### config.mk
export PLATFORM = sky130hd
export DESIGN_NAME = gbsha_fir_bist
export DESIGN_NICKNAME = d
export VERILOG_FILES = /design/src/rtl/gbsha_fir_bist.sv
export SDC_FILE = /design/constraint.sdc
export NUM_CORES = 1
export LEC_CHECK = 0
export ABC_AREA = 1
export CAP_MARGIN = 30
export CORE_AREA = 2 2 76 78
export CTS_CLUSTER_DIAMETER = 40
export CTS_CLUSTER_SIZE = 28
export DETAILED_ROUTE_END_ITERATION = 7
export DIE_AREA = 0 0 78 80
export MAX_ROUTING_LAYER = met4
export PLACE_DENSITY = 0.83
export SKIP_LAST_GASP = 1
export SLEW_MARGIN = 5
export SYNTH_ARGS = -nofsm -noshare
export SYNTH_HDL_FRONTEND = slang
export SYNTH_SLANG_ARGS = --single-unit
### constraint.sdc
create_clock -name clk -period 2.95 [get_ports clk]
set_input_delay 0.295 -clock clk [delete_from_list [all_inputs] [get_ports clk]]
set_output_delay 0.295 -clock clk [all_outputs]
set_load 0.01 [all_outputs]
### src/rtl/gbsha_fir_bist.sv
// Built-in self-test for the gbsha_top delay-line FIR: drives a selectable test sequence
// into the FIR and checks the returned samples against the same sequence delayed by N_TAPS.
module gbsha_fir_bist #(
    parameter int          N_TAPS    = 10,
    parameter int          BW        = 6,
    parameter int          N_SAMPLES = 64,
    parameter logic [7:0]  LFSR_SEED = 8'h01
) (
    input  logic          clk,
    input  logic          reset,
    input  logic          start,
    input  logic [1:0]    mode,
    output logic [BW-1:0] x_out,
    input  logic [BW-1:0] y_in,
    output logic          busy,
    output logic          done,
    output logic          pass,
    output logic [7:0]    err_count
);

    localparam int LAST = N_SAMPLES + N_TAPS - 1;
    localparam int CW   = $clog2(LAST + 1) + 1;
    localparam logic [BW-1:0] MAXP = BW'((1 << (BW - 1)) - 1);

    typedef enum logic [1:0] {IDLE, RUN, DONE} state_t;

    function automatic logic [7:0] lfsrNext(input logic [7:0] s);
        return {s[6:0], s[7] ^ s[5] ^ s[4] ^ s[3]};
    endfunction

    // Shared by stimulus and reference side so both produce the identical sequence.
    function automatic logic [BW-1:0] sampleOf(input logic [1:0] m, input logic [CW-1:0] idx,
                                               input logic [7:0] lfsr);
        case (m)
            2'd0:    return (idx == '0) ? MAXP : '0;
            2'd1:    return MAXP;
            2'd2:    return BW'(lfsr);
            default: return BW'(idx);
        endcase
    endfunction

    state_t        r_state;
    logic [CW-1:0] r_cnt;
    logic [1:0]    r_mode;
    logic [7:0]    r_stimLfsr;
    logic [7:0]    r_refLfsr;
    logic [BW-1:0] r_xOut;
    logic [7:0]    r_errCount;
    logic          r_busy;
    logic          r_done;
    logic          r_pass;

    logic [CW-1:0] w_nextIdx;
    logic [CW-1:0] w_refIdx;
    logic          w_compare;
    logic [BW-1:0] w_expected;
    logic          w_mismatch;
    logic [7:0]    w_errNext;
    logic          w_last;

    // The reference generator only advances once compares begin, so it trails the
    // stimulus by exactly N_TAPS samples without any delay-line storage.
    assign w_nextIdx  = r_cnt + CW'(1);
    assign w_refIdx   = r_cnt - CW'(N_TAPS);
    assign w_compare  = (r_cnt >= CW'(N_TAPS));
    assign w_expected = sampleOf(r_mode, w_refIdx, r_refLfsr);
    assign w_mismatch = w_compare && (y_in != w_expected);
    assign w_errNext  = (w_mismatch && (r_errCount != 8'hFF)) ? r_errCount + 8'd1 : r_errCount;
    assign w_last     = (r_cnt == CW'(LAST));

    always_ff @(posedge clk) begin
        if (reset) begin
            r_state    <= IDLE;
            r_cnt      <= '0;
            r_mode     <= 2'd0;
            r_stimLfsr <= LFSR_SEED;
            r_refLfsr  <= LFSR_SEED;
            r_xOut     <= '0;
            r_errCount <= 8'd0;
            r_busy     <= 1'b0;
            r_done     <= 1'b0;
            r_pass     <= 1'b0;
        end else begin
            case (r_state)
                IDLE, DONE: begin
                    if (start) begin
                        r_state    <= RUN;
                        r_cnt      <= '0;
                        r_mode     <= mode;
                        r_xOut     <= sampleOf(mode, '0, LFSR_SEED);
                        r_stimLfsr <= lfsrNext(LFSR_SEED);
                        r_refLfsr  <= LFSR_SEED;
                        r_errCount <= 8'd0;
                        r_busy     <= 1'b1;
                        r_done     <= 1'b0;
                        r_pass     <= 1'b0;
                    end
                end
                RUN: begin
                    r_cnt <= w_nextIdx;
                    if (w_nextIdx < CW'(N_SAMPLES)) begin
                        r_xOut     <= sampleOf(r_mode, w_nextIdx, r_stimLfsr);
                        r_stimLfsr <= lfsrNext(r_stimLfsr);
                    end else begin
                        r_xOut <= '0;
                    end
                    if (w_compare) begin
                        r_errCount <= w_errNext;
                        r_refLfsr  <= lfsrNext(r_refLfsr);
                    end
                    if (w_last) begin
                        r_state <= DONE;
                        r_cnt   <= '0;
                        r_busy  <= 1'b0;
                        r_done  <= 1'b1;
                        r_pass  <= (w_errNext == 8'd0);
                    end
                end
                default: begin
                    r_state <= IDLE;
                    r_busy  <= 1'b0;
                    r_done  <= 1'b0;
                end
            endcase
        end
    end

    assign x_out     = r_xOut;
    assign busy      = r_busy;
    assign done      = r_done;
    assign pass      = r_pass;
    assign err_count = r_errCount;

endmodule

* Yosys cells after proc, flatten, opt, wreduce, memory -nomap -nowiden
Index checks and enable logic that the tools add are counted.
** Operators by class
- Add/subtract/negate cells :: 3
- Order comparisons :: 2
- Equal/unequal tests :: 13
- Multiplexer cells :: 31
- Bitwise operators :: 6
- Reductions and logical operators :: 17
** Operators by type and width (count)
- 2-to-1 mux 8 bit :: 8
- case mux 8 bit (2 select lines) :: 4
- case mux 6 bit (3 select lines) :: 2
- logical NOT 8 bit :: 3
- adder 8 x 1 -> 8 bit, second input constant :: 2
- 2-to-1 mux 6 bit :: 2
- case mux 6 bit (2 select lines) :: 1
- 2-to-1 mux 5 bit :: 2
- case mux 5 bit (2 select lines) :: 1
- AND reduction 3 bit :: 3
- equality test 8 x 7 -> 1 bit, second input constant :: 1
- >= comparator 8 x 4 -> 1 bit, second input constant :: 1
- < comparator 8 x 7 -> 1 bit, second input constant :: 1
- != test 2 bit, second input constant :: 4
- != test 8 bit, second input constant :: 1
- subtractor 8 x 4 -> 8 bit, second input constant :: 1
- equality test 2 x 1 -> 1 bit, second input constant :: 3
- equality test 2 bit, second input constant :: 3
- logical NOT 2 bit :: 3
- != test 6 bit :: 1
- case mux 1 bit (2 select lines) :: 3
- AND reduction 2 bit :: 3
- XOR 1 bit :: 6
- 2-to-1 mux 1 bit :: 5
- 5 further kinds :: 8
** Storage, ports and cells
- Register bits :: 45
- Input bits :: 11
- Word-level logic and storage cells :: 82

* Logic depth before layout (Yosys ltp)
- Depth in word-level cells :: 11
- Depth in mapped cells :: 22
- Depth with buffers taken out :: 22

* Worst setup path before layout
OpenSTA, ideal clock, no wires.
- Kind :: register to register
- From :: register r_cnt[1]
- To :: register r_pass (netlist: pass)
- Setup time :: 67 ps
- Arrival :: 2228 ps
- Path slack :: 655 ps
- Cell stages (with the launch flop) :: 19
- Buffers on the path :: 0
- Period minus slack after synthesis :: 2295 ps
- Cells stage by stage :: dfxtp_1 inv_1 ha_1 nand2_1 nor2_1 nand2_1 nor2_2 nand3_4 nand4_2 nand2_1 nor2_1 nand3_4 nand3_4 nand2_1 nand2_1 nand2_1 nor2_2 nand3_2 a21oi_2
** Between the ends
- Longest elaborated chain between the ends :: 11
- Elaborated cells between the ends (all ways) :: 15
** Ends and longest elaborated chain
- start: declaration :: RTL line 43 : logic [CW-1:0] r_cnt;
- start signal: assignment :: RTL line 100 : r_cnt <= w_nextIdx;
- subtractor 8 x 4 -> 8 bit :: RTL line 64 : assign w_refIdx = r_cnt - CW'(N_TAPS);
- logical NOT 8 bit :: RTL line 35 : 2'd0: return (idx == '0) ? MAXP : '0;
- 2-to-1 mux 5 bit :: RTL line 35
- case mux 6 bit (3 select lines) :: RTL line 34 : case (m)
- != test 6 bit :: RTL line 67 : assign w_mismatch = w_compare && (y_in != w_expected);
- logical AND 1 bit :: RTL line 67
- logical AND 1 bit :: RTL line 68 : assign w_errNext = (w_mismatch && (r_errCount != 8'hFF)) ? r_errCount + 8'd1 : r_errCount;
- 2-to-1 mux 8 bit :: RTL line 68
- logical NOT 8 bit :: RTL line 116 : r_pass <= (w_errNext == 8'd0);
- 2-to-1 mux 1 bit :: RTL line 111 : if (w_last) begin
- case mux 1 bit (2 select lines) :: RTL line 84 : case (r_state)
- end signal: assignment :: RTL line 116
- end: declaration :: RTL line 51 : logic r_pass;
Several ways; a longest one is shown, not always the timed one. The select of a mux whose other input is x is not followed.
A chain may end at the register's enable or synchronous reset.

* Worst setup path after layout
- From :: register r_cnt[2]
- To :: register r_pass (netlist: pass)
The elaborated chain is that of the path after synthesis.

==> results.json <==
{
  "cts_tree": "yes",
  "grt_util_all_layers_pct": 22.2,
  "area_growth_pct": 18.8,
  "syn_inst": 393,
  "fin_worst_skew_ps": 5.16,
  "slew_violations": 0,
  "ir_drop_mv": 0.278,
  "fin_util_pct": 58.4,
  "multi_input_area_mm2": 0.00155,
  "finalHoldViolations": 0,
  "numCtsBuffers": 5,
  "synth_fp_nets": 411,
  "timing.final.crit_period_ps": 2620,
  "port_buffers": 27,
  "r2r-end": "pass",
  "synth_top_area_cell": "dfxtp_1",
  "setup_viol": 0,
  "nNetsFinal": 439,
  "switching_share_pct": 23.7,
  "yosysWarnings": 0,
  "drt_pass1_iterations": 5,
  "wl_per_cell_um": 12.9,
  "n_antenna_cell": 0,
  "netlist-cell-type-count": 36,
  "rows": 27,
  "fin_crit_sh_pct": 88.7,
  "p_clk_share_pct": 43.5,
  "die_h_um": 80,
  "synthArstFlopShare_pct": 0,
  "internal-power_mw": 1.11,
  "cts-root-buf": "clkbuf_8",
  "drc": 0,
  "post-synth-top-count-cell": "nand2_1",
  "status": "complete, no violations",
  "seq_area_frac_synth_pct": 33.1,
  "fin_tns_setup_ps": 0,
  "critPathMaxFanout": 10,
  "htreeDepth": 2,
  "rsz0062_at_grt": "no",
  "gp_congestion": 0.949,
  "grt_max_degree": 27,
  "clk_latency_ps": 300,
  "die_x_um": 78,
  "synth_top_area_share_pct": 33.1,
  "place_ws_ps": 341,
  "grt_pass1_vias": 2428,
  "whs_path_depth": 2,
  "min_from": "r_refLfsr[6]",
  "cts_sinks": 44,
  "relSlewSlack_pct": 56.1,
  "synth_edf_count": 0,
  "syn_area_per_cell_um2": 6.77,
  "dp_cells": 486,
  "via_per_inst": 5.35,
  "overflow": 0,
  "antenna_found_initial": 0,
  "reg2reg_from": "r_cnt[2]",
  "path_clk_slew_ps": 80,
  "ios": 28,
  "required_ps": 3190,
  "synth_ff_type": "dfxtp_1",
  "stdcell_count": 494,
  "power_frac_comb_pct": 12.8,
  "start_util_pct": 49.2,
  "coreArea_mm2": 0.00541,
  "worst_slack_ps": 333,
  "critPathLaunchType": "register",
  "regArea_um2": 882,
  "rrSetupSlack_ps": 330,
  "num-fill-cells": 490,
  "wl_um": 6390,
  "power_mw": 1.46,
  "drv_cap": 0,
  "cts.hold.buffers_added": 0,
  "grt_first_pass_wirelength_um": 10800,
  "end_kind": "register",
  "min_to": "r_refLfsr[6]",
  "p_per_area_mw_per_mm2": 462,
  "place_hpwl_um": 4660,
  "syn_area_mm2": 0.00266,
  "ys_top_cells_by_area": "dfxtp_1, nand2_1, a21oi_1",
  "worst_pin_slew_ps": 658,
  "drt_iter0_drc": 217,
  "yosys-top-cells-count": "nand2_1, dfxtp_1, inv_1",
  "p_leak_nw": 1.32,
  "arrival_ps": 2860,
  "vias": 2643,
  "ys_seq_elements": 44,
  "fmax_mhz": 382,
  "p_seq_share_pct": 43.8,
  "critPathKind": "reg -> reg",
  "cts_buffer_depth": 2,
  "hp-class": "reg -> reg",
  "die_area_mm2": 0.00624,
  "reg2reg_depth": 18,
  "power.switching_mw": 0.346,
  "postRouteAntennaNets": 0,
  "layout-drive-gt1-share_pct": 9.00
}
==> cell families after synthesis <==
| kind of cell | synth area share (%) |
|---|---|
| xor+xnor | 4.94 |
| flops | 33.1 |
| compound gates | 16.2 |
| buf+inv | 8.42 |
| simple gates | 34.0 |
| fa+ha+maj | 3.29 |
==> worst max-delay path, cell delays in order, from the launching register on <==
cell     delay, ps
dfxtp_1        500
inv_2           70
ha_1           290
nand2_1         50
nor2_1         100
nand2_1         70
nor2_2         150
nand3_4        130
nand3_1        110
nand2_1         60
nand2_1         50
nor2_1          60
nand3_4        140
nand3_4        140
nand2_1        100
o21ai_0        130
nor2_1         210
nand3_2        100
a21oi_2        110
==> worst max-delay path by stage <==
| stage | slack, ps | cells after the start | endpoint | start |
|---|---|---|---|---|
| 2_1_floorplan | 660 | 18 | pass | r_cnt[1] |
| 3_3_place_gp | 510 | 18 | pass | r_cnt[1] |
| 3_5_place_dp | 340 | 21 | pass | r_cnt[1] |
| 4_1_cts | 260 | 19 | pass | r_cnt[1] |
| 5_1_grt | 50 | 20 | pass | r_cnt[1] |
| 6_report | 330 | 18 | pass | r_cnt[2] |
==> layout make-up <==
class / count / share of cell area [%]
clock buffer: 5 / 2.18
clock inverter: 3 / 2.85
inverter: 48 / 5.71
multi-input combinational: 292 / 49.2
sequential: 44 / 27.9
tap: 72 / 2.85
timing repair buffer: 30 / 9.27
==> sequential cells by signal, summed over array words and instances (netlist names) <==
register and count:
x_out 6, busy 1, pass 1, r_mode 2, err_count 8, r_stimLfsr 8, r_refLfsr 8, r_state 2
r_cnt 8
==> metal layers <==
layer  GRT usage (%)  vias up  part of all wire (%)
li1                -     1341                     -
met1            29.0     1197                    47
met2            34.8       96                    46
met3            3.85        9                   6.0
met4            7.54        0                   1.5
met5               -        -                     0
==> power groups by stage <==
stage	clock network (mW)	registers (mW)	logic, mW
after floorplan	0	0.653	0.116
after global routing	0.670	0.641	0.209
after detailed placement	0	0.652	0.184
after global placement	0	0.651	0.179
after CTS	0.641	0.638	0.186
final	0.634	0.639	0.187
==> through the flow <==
step                hold WS (ps)  instance area (µm²)
floorplan                    431                 2660
global placement             454                 3000
finish                       467                 3160
detailed placement           453                 3000
CTS                          469                 3160
global route                 501                 3160
==> timing repair <==
| action | CTS | global route |
|---|---|---|
| gates resized for setup | 0 | 1 |
| setup endpoints to repair | 0 | 1 |
| setup buffers | 0 | 0 |
==> cells in the final DEF, fill, tap and decap left out, types with 4 or more instances in the layout <==
| cell | count |
|---|---|
| a21oi_1 | 42 |
| clkbuf_8 | 5 |
| clkdlybuf4s50_1 | 27 |
| dfxtp_1 | 43 |
| ha_1 | 7 |
| inv_1 | 43 |
| nand2_1 | 111 |
| nand2_2 | 4 |
| nand3_1 | 21 |
| nand4_1 | 10 |
| nor2_1 | 26 |
| nor2_2 | 6 |
| o21ai_0 | 18 |
| o22ai_1 | 4 |
| xor2_1 | 13 |
No activity file was read; power rests on OpenSTA's default activity.
